[src/rtl/irled_pkg.sv]
// Shared definitions for the IR LED driver sequencer.
//   irled_state_e : sequencer states
//   IR_CODE_W     : width of the driver current-leg code
//   PERIOD_MIN    : smallest carrier period that is honoured (shorter requests are clamped)
//   lowest_bit()  : isolates the least significant set bit of a code word
package irled_pkg;

  typedef enum logic [2:0] {
    OFF    = 3'd0,
    SETTLE = 3'd1,
    RAMP   = 3'd2,
    ACTIVE = 3'd3,
    TX     = 3'd4
  } irled_state_e;

  localparam int IR_CODE_W  = 10;
  localparam int PERIOD_MIN = 2;

  // x & -x keeps only the lowest set bit (zero stays zero).
  function automatic logic [IR_CODE_W-1:0] lowest_bit(input logic [IR_CODE_W-1:0] x);
    return x & ((~x) + IR_CODE_W'(1));
  endfunction

endpackage

[src/rtl/irled_carrier_gen.sv]
// Carrier generator for one transmit symbol.
//   clk, rst : clock, asynchronous active-high reset
//   start    : load mark/period/duty/len and begin the symbol
//   abort    : drop the symbol immediately
//   mark     : 1 = carrier, 0 = space (pwm held low)
//   period   : carrier period in clocks (clamped to PERIOD_MIN)
//   duty     : carrier high clocks per period (>= period gives solid high)
//   len      : symbol length in carrier periods (0 treated as 1)
//   pwm      : registered carrier gate
//   done     : high on the last clock of the symbol
module irled_carrier_gen import irled_pkg::*; #(
  parameter int CNT_W = 16
) (
  input  logic             clk,
  input  logic             rst,
  input  logic             start,
  input  logic             abort,
  input  logic             mark,
  input  logic [CNT_W-1:0] period,
  input  logic [CNT_W-1:0] duty,
  input  logic [CNT_W-1:0] len,
  output logic             pwm,
  output logic             done
);

  logic             active;
  logic             pwm_q;
  logic             mark_q;
  logic [CNT_W-1:0] duty_q;
  logic [CNT_W-1:0] last_c;
  logic [CNT_W-1:0] last_n;
  logic [CNT_W-1:0] c;
  logic [CNT_W-1:0] n;
  logic             c_wrap;

  // Terminal values are stored as period-1 / len-1 so no subtraction sits in the compare path.
  assign c_wrap = (c == last_c);
  assign done   = active & c_wrap & (n == last_n);
  assign pwm    = pwm_q;

  always_ff @(posedge clk) begin
    if (start) begin
      mark_q <= mark;
      duty_q <= duty;
      last_c <= (period < CNT_W'(PERIOD_MIN)) ? CNT_W'(PERIOD_MIN - 1) : period - CNT_W'(1);
      last_n <= (len == '0) ? '0 : len - CNT_W'(1);
      c      <= '0;
      n      <= '0;
    end else if (active) begin
      if (c_wrap) begin
        c <= '0;
        n <= n + CNT_W'(1);
      end else begin
        c <= c + CNT_W'(1);
      end
    end
  end

  // pwm is registered from the value the carrier count takes on this edge;
  // c < last_c whenever c+1 is formed, so the increment cannot overflow.
  always_ff @(posedge clk or posedge rst) begin
    if (rst) begin
      active <= 1'b0;
      pwm_q  <= 1'b0;
    end else if (abort) begin
      active <= 1'b0;
      pwm_q  <= 1'b0;
    end else if (start) begin
      active <= 1'b1;
      pwm_q  <= mark & (duty != '0);
    end else if (active) begin
      if (done) begin
        active <= 1'b0;
        pwm_q  <= 1'b0;
      end else if (c_wrap) begin
        pwm_q <= mark_q & (duty_q != '0);
      end else begin
        pwm_q <= mark_q & ((c + CNT_W'(1)) < duty_q);
      end
    end
  end

endmodule

[src/rtl/irled_seq_ctrl.sv]
// Sequencer for the 500 mA IR LED driver macro: bias settle, soft-start current
// ramp, then carrier-modulated symbols from the fabric.
//   clk, rst             : clock, asynchronous active-high reset
//   poc                  : power-on-clear, forces shutdown
//   cfg_en               : global IR enable
//   cfg_ramp             : 1 = soft-start ramp, 0 = full code after settle
//   cfg_code             : target driver code, latched on leaving OFF
//   cfg_period, cfg_duty : carrier period / high time, latched per symbol
//   tx_valid, tx_ready   : symbol handshake
//   tx_mark, tx_len      : symbol type and length in carrier periods
//   irled_en, cbit_ir_en : bias enable / code enable to the driver
//   cbit_ir              : driver current legs
//   ir_pwm               : carrier gate (forced low while poc)
//   busy                 : sequencer not in OFF
module irled_seq_ctrl import irled_pkg::*; #(
  parameter int CNT_W         = 16,
  parameter int SETTLE_CYC    = 64,
  parameter int RAMP_STEP_CYC = 16
) (
  input  logic                 clk,
  input  logic                 rst,
  input  logic                 poc,
  input  logic                 cfg_en,
  input  logic                 cfg_ramp,
  input  logic [IR_CODE_W-1:0] cfg_code,
  input  logic [CNT_W-1:0]     cfg_period,
  input  logic [CNT_W-1:0]     cfg_duty,
  input  logic                 tx_valid,
  output logic                 tx_ready,
  input  logic                 tx_mark,
  input  logic [CNT_W-1:0]     tx_len,
  output logic                 irled_en,
  output logic                 cbit_ir_en,
  output logic [IR_CODE_W-1:0] cbit_ir,
  output logic                 ir_pwm,
  output logic                 busy
);

  irled_state_e         state, state_n;
  logic [CNT_W-1:0]     tmr, tmr_n;
  logic [IR_CODE_W-1:0] code_q;
  logic [IR_CODE_W-1:0] cbit_q, cbit_n;
  logic [IR_CODE_W-1:0] step_bit;
  logic                 en_q, ready_q;
  logic                 latch_code;
  logic                 accept;
  logic                 sym_pwm, sym_done;

  assign tx_ready   = ready_q & ~poc;
  assign accept     = tx_valid & tx_ready;
  assign irled_en   = en_q;
  assign cbit_ir_en = en_q;
  assign busy       = en_q;
  assign cbit_ir    = cbit_q;
  assign ir_pwm     = sym_pwm & ~poc;
  assign step_bit   = lowest_bit(code_q & ~cbit_q);

  irled_carrier_gen #(.CNT_W(CNT_W)) u_carrier (
    .clk    (clk),
    .rst    (rst),
    .start  (accept),
    .abort  (poc),
    .mark   (tx_mark),
    .period (cfg_period),
    .duty   (cfg_duty),
    .len    (tx_len),
    .pwm    (sym_pwm),
    .done   (sym_done)
  );

  // Next state and next values of the registered outputs.
  always_comb begin
    state_n    = state;
    tmr_n      = tmr;
    cbit_n     = cbit_q;
    latch_code = 1'b0;
    if (poc) begin
      state_n = OFF;
    end else begin
      case (state)
        OFF: begin
          if (cfg_en) begin
            state_n    = SETTLE;
            tmr_n      = '0;
            latch_code = 1'b1;
          end
        end
        SETTLE: begin
          if (!cfg_en) begin
            state_n = OFF;
          end else if (tmr == CNT_W'(SETTLE_CYC - 1)) begin
            tmr_n = '0;
            if (cfg_ramp && code_q != '0) begin
              state_n = RAMP;
            end else begin
              state_n = ACTIVE;
              cbit_n  = code_q;
            end
          end else begin
            tmr_n = tmr + CNT_W'(1);
          end
        end
        RAMP: begin
          if (!cfg_en) begin
            state_n = OFF;
          end else if (tmr == CNT_W'(RAMP_STEP_CYC - 1)) begin
            tmr_n  = '0;
            cbit_n = cbit_q | step_bit;
            if ((cbit_q | step_bit) == code_q) state_n = ACTIVE;
          end else begin
            tmr_n = tmr + CNT_W'(1);
          end
        end
        ACTIVE: begin
          // A handshake that completes wins over cfg_en low: the symbol was
          // accepted, so it is sent before shutting down.
          if (accept)       state_n = TX;
          else if (!cfg_en) state_n = OFF;
        end
        TX: begin
          if (sym_done) state_n = cfg_en ? ACTIVE : OFF;
        end
        default: state_n = OFF;
      endcase
    end
    if (state_n == OFF) cbit_n = '0;
  end

  // State and output registers.
  always_ff @(posedge clk or posedge rst) begin
    if (rst) begin
      state   <= OFF;
      tmr     <= '0;
      cbit_q  <= '0;
      en_q    <= 1'b0;
      ready_q <= 1'b0;
    end else begin
      state   <= state_n;
      tmr     <= tmr_n;
      cbit_q  <= cbit_n;
      en_q    <= (state_n != OFF);
      ready_q <= (state_n == ACTIVE);
    end
  end

  always_ff @(posedge clk) begin
    if (latch_code) code_q <= cfg_code;
  end

endmodule

[config.mk]
export PLATFORM = sky130hd
export DESIGN_NAME = irled_seq_ctrl
export DESIGN_NICKNAME = d
export VERILOG_FILES = /design/src/rtl/irled_pkg.sv /design/src/rtl/irled_carrier_gen.sv /design/src/rtl/irled_seq_ctrl.sv
export SDC_FILE = /design/constraint.sdc
export NUM_CORES = 1
export LEC_CHECK = 0
export CAP_MARGIN = 30
export CORE_MARGIN = 5
export CORE_UTILIZATION = 57
export DETAILED_ROUTE_END_ITERATION = 10
export PLACE_DENSITY_LB_ADDON = 0.25
export SETUP_SLACK_MARGIN = 0.2
export SLEW_MARGIN = 20
export SYNTH_ARGS = -nofsm -noshare
export SYNTH_HDL_FRONTEND = slang
export SYNTH_SLANG_ARGS = --single-unit
[constraint.sdc]
create_clock -name clk -period 3.7 [get_ports clk]
set_input_delay 0.74 -clock clk [delete_from_list [all_inputs] [get_ports clk]]
set_output_delay 0.74 -clock clk [all_outputs]
set_load 0.02 [all_outputs]
==> impl_metrics.env <==
export IMPL_period_share_pct=82.92
export IMPL_cp_max_fo=6
export IMPL_cts_root_buffer="clkbuf_16"
export IMPL_drv_slew=0
export IMPL_rsz0062_at_grt="no"
export IMPL_ctsResizeCount=0
export IMPL_avgSynthCellArea_sq_um=9.993
export IMPL_seqPwrFrac_pct=41.7
export IMPL_rows=39
export IMPL_tns_ns=0
export IMPL_p_clk_share_pct=51.8
export IMPL_cts_path_max_buffers=2
export IMPL_cp_end_kind="flop"
export IMPL_slew_headroom_pct=50.65
export IMPL_port_buffers=79
export IMPL_fp_dieW_um=119.0
export IMPL_hold_viol=0
export IMPL_layout_drive_gt1_share_pct=7.692
export IMPL_synth_top_area_share_pct=26.15
export IMPL_antenna_cells=0
export IMPL_synth_async_reset_ratio_pct=26.61
export IMPL_cts_setup_buffers=0
export IMPL_first_pass_iters=8
export IMPL_die_h_um=119.0
export IMPL_hold_class="reg2reg"
export IMPL_use_met1_pct=28.07
export IMPL_peakVddDrop_mv=0.3882
export IMPL_syn2layout_area_growth_pct=23.97
export IMPL_synth_area_leaders="edfxtp_1 (26%), dfrtp_1 (12%), dfxtp_1 (9.5%)"
export IMPL_p_comb_share_pct=6.4
export IMPL_arrival_ns=3.41
export IMPL_tightest_slew_ns=0.7335
export IMPL_synth_cells=678
export IMPL_grt_util_met3_pct=6.919
export IMPL_grt_max_degree=57
export IMPL_grt_use_met2_pct=38.01
export IMPL_powerDensity_nw_per_um2=422.9
export IMPL_path_cells="and3_1, and3_1, nand3_1, nor2_1, xor2_1, ha_1, a21o_1, a21oi_1, nor2b_1, o41a_1, nor3_1, o31ai_1, a21oi_1"
export IMPL_h_tree_depth=4
export IMPL_p_leak_nw=3.139
export IMPL_ys_types=66
export IMPL_skew_ns=0.009684
export IMPL_ant_nets=0
export IMPL_wire_per_inst_um=17.00
export IMPL_grt_pass1_vias=5492
export IMPL_p_switching_uw=726.2
export IMPL_ys_seq_area_share_pct=47.79
export IMPL_routed_via_density=5.982
export IMPL_dr_first_iter_drc_count=500
export IMPL_busiest_layer="met2"
export IMPL_required_ns=4.04
export IMPL_syn_cell_area_sq_um=6775
export IMPL_route_detailed_drc=0
export IMPL_io_pins=80
export IMPL_min_period_ns=3.068
export IMPL_ys_flop_type="edfxtp_1"
export IMPL_critical_path_buf_inv_count=0
export IMPL_clkSinkCount=124
export IMPL_synth_warnings=0
export IMPL_crit_family="compound AO/OA/AOI/OAI gates"
export IMPL_numCtsBuffers=17
export IMPL_cp_slowest_stage_delay_ns=0.43
export IMPL_final_cell_mix="clkdlybuf4s50_1 (79), nor2_1 (65), edfxtp_1 (59)"
export IMPL_grt_total_usage_pct=22.93
export IMPL_ys_seq_elements=124
export IMPL_setup_viol=0
export IMPL_layoutNonFillerInstCount=923
export IMPL_grt_pass1_wl_mm=26.38
export IMPL_worst_path_max_delay_cell="dfxtp_1"
export IMPL_clk_latency_ns=0.42
export IMPL_finalWirelength_mm=15.70
export IMPL_hold_buffers=0
export IMPL_maxCapViolations=0
export IMPL_status="finished, final reports clean"
export IMPL_dpl_cell_count=890
export IMPL_gr_total_overflow=0
export IMPL_gp_congestion=0.9296
export IMPL_swShare_pct=20.44
export IMPL_cts_reportedPaths_clkPinSlew_ns=0.06
export IMPL_total_power_mw=3.552
export IMPL_final_common_cell="clkdlybuf4s50_1"
export IMPL_die_area_sq_um=14170
export IMPL_synth_enable_flop_cells=59
export IMPL_core_sq_um=11520
export IMPL_vias=5521
export IMPL_antenna_found_initial=0
export IMPL_intPower_mw=2.826
export IMPL_dpl_hpwl_mm=11.29
export IMPL_initial_core_util_pct=58.83
export IMPL_cp_start_kind="flop"
export IMPL_cts_tree="done"
export IMPL_crit_type="reg2reg"
export IMPL_yosys_area_top_type="edfxtp_1"
export IMPL_synthesis_nets=763
export IMPL_final_nets=852
export IMPL_max_freq_mhz=326.0
[path summary, 6_finish.rpt]
check                           endpoint           start  slack, ns  cells after the start
max                        u_carrier.pwm  u_carrier.c[2]       0.63                     13
min reg2reg                      tmr[15]         tmr[15]       0.51                      1
max in group asynchronous     cbit_ir[2]             rst       2.28                      3
max reg2reg                u_carrier.pwm  u_carrier.c[2]       0.63                     13
min                              tmr[15]         tmr[15]       0.51                      1
min in group asynchronous         tmr[1]             rst       0.73                      2
[logic make-up after synthesis]
family | Yosys count | share of synthesized area (%)
AO/OA/AOI/OAI | 128 | 13.31
XOR/XNOR | 80 | 10.34
adder cells (fa/ha/maj) | 21 | 3.841
buffers and inverters | 60 | 3.453
flip-flops | 124 | 47.79
multiplexers | 1 | 0.1662
AND/OR/NAND/NOR | 264 | 21.09
[flip-flops by register name, summed over array words and instances, names as in the netlist]
| signal | count |
|---|---|
| u_carrier.n | 16 |
| tmr | 16 |
| state | 3 |
| u_carrier.last_n | 16 |
| u_carrier.duty_q | 16 |
| u_carrier.pwm | 1 |
| busy | 1 |
| u_carrier.last_c | 16 |
| u_carrier.c | 16 |
| ready_q | 1 |
| u_carrier.mark_q | 1 |
| code_q | 10 |
| u_carrier.active | 1 |
| cbit_ir | 10 |
[cell usage after synthesis, types with 2 or more instances]
cell type,count
o21ai_1,2
or3_1,13
nor2_1,65
or4_4,2
a21o_1,6
o31ai_1,10
inv_1,43
dfxtp_1,32
edfxtp_1,59
nor2b_1,15
nand2b_1,13
and2_1,3
xor2_1,39
a211oi_1,2
xnor2_1,41
buf_4,2
o311ai_1,2
clkbuf_1,13
o21ai_0,31
nor3_2,3
nand4_1,17
a32o_1,15
nor4_2,2
nand3_1,18
a31oi_1,3
o22ai_1,4
or4_1,6
nor4_1,19
nand2_1,43
a32oi_1,7
a21oi_1,30
and3_1,10
ha_1,20
nand3b_1,4
dfrtp_1,33
nor3_1,21
[layout make-up]
cell class	instances	area (sq um)
Tap cell	143	178.9
Inverter	43	161.4
Clock inverter	10	186.4
Fill cell	833	3117
Sequential cell	124	3238
Multi-Input combinational cell	494	3309
Clock buffer	22	474.2
Timing Repair Buffer	87	850.8
[power by group through the flow]
stage                     Sequential, mW  Clock, mW  Combinational [mW]
after floorplan                     1.50          0               0.111
after global placement              1.51          0               0.217
after detailed placement            1.51          0               0.225
after CTS                           1.48       1.87               0.229
after global routing                1.48       1.93               0.253
final                               1.48       1.84               0.229
[per-layer routing]
layer  routed length (um)  vias up
met5                    0        -
met4                  391        0
met3                  838       37
met2                 7904      169
met1                 6561     2638
li1                     -     2677
[stage by stage]
step	instance area, sq um	util, %	setup WS (ns)	hold slack (ns)
2_1_floorplan	6780	-	0.2990	0.4376
3_3_place_gp	7731	67.13	0.4418	0.4859
3_5_place_dp	7731	67.13	0.2941	0.4931
4_1_cts	8392	72.87	0.6611	0.5041
5_1_grt	8399	72.94	0.4715	0.5196
6_report	8399	72.94	0.6321	0.5142
No activity file was read; power rests on OpenSTA's default activity.
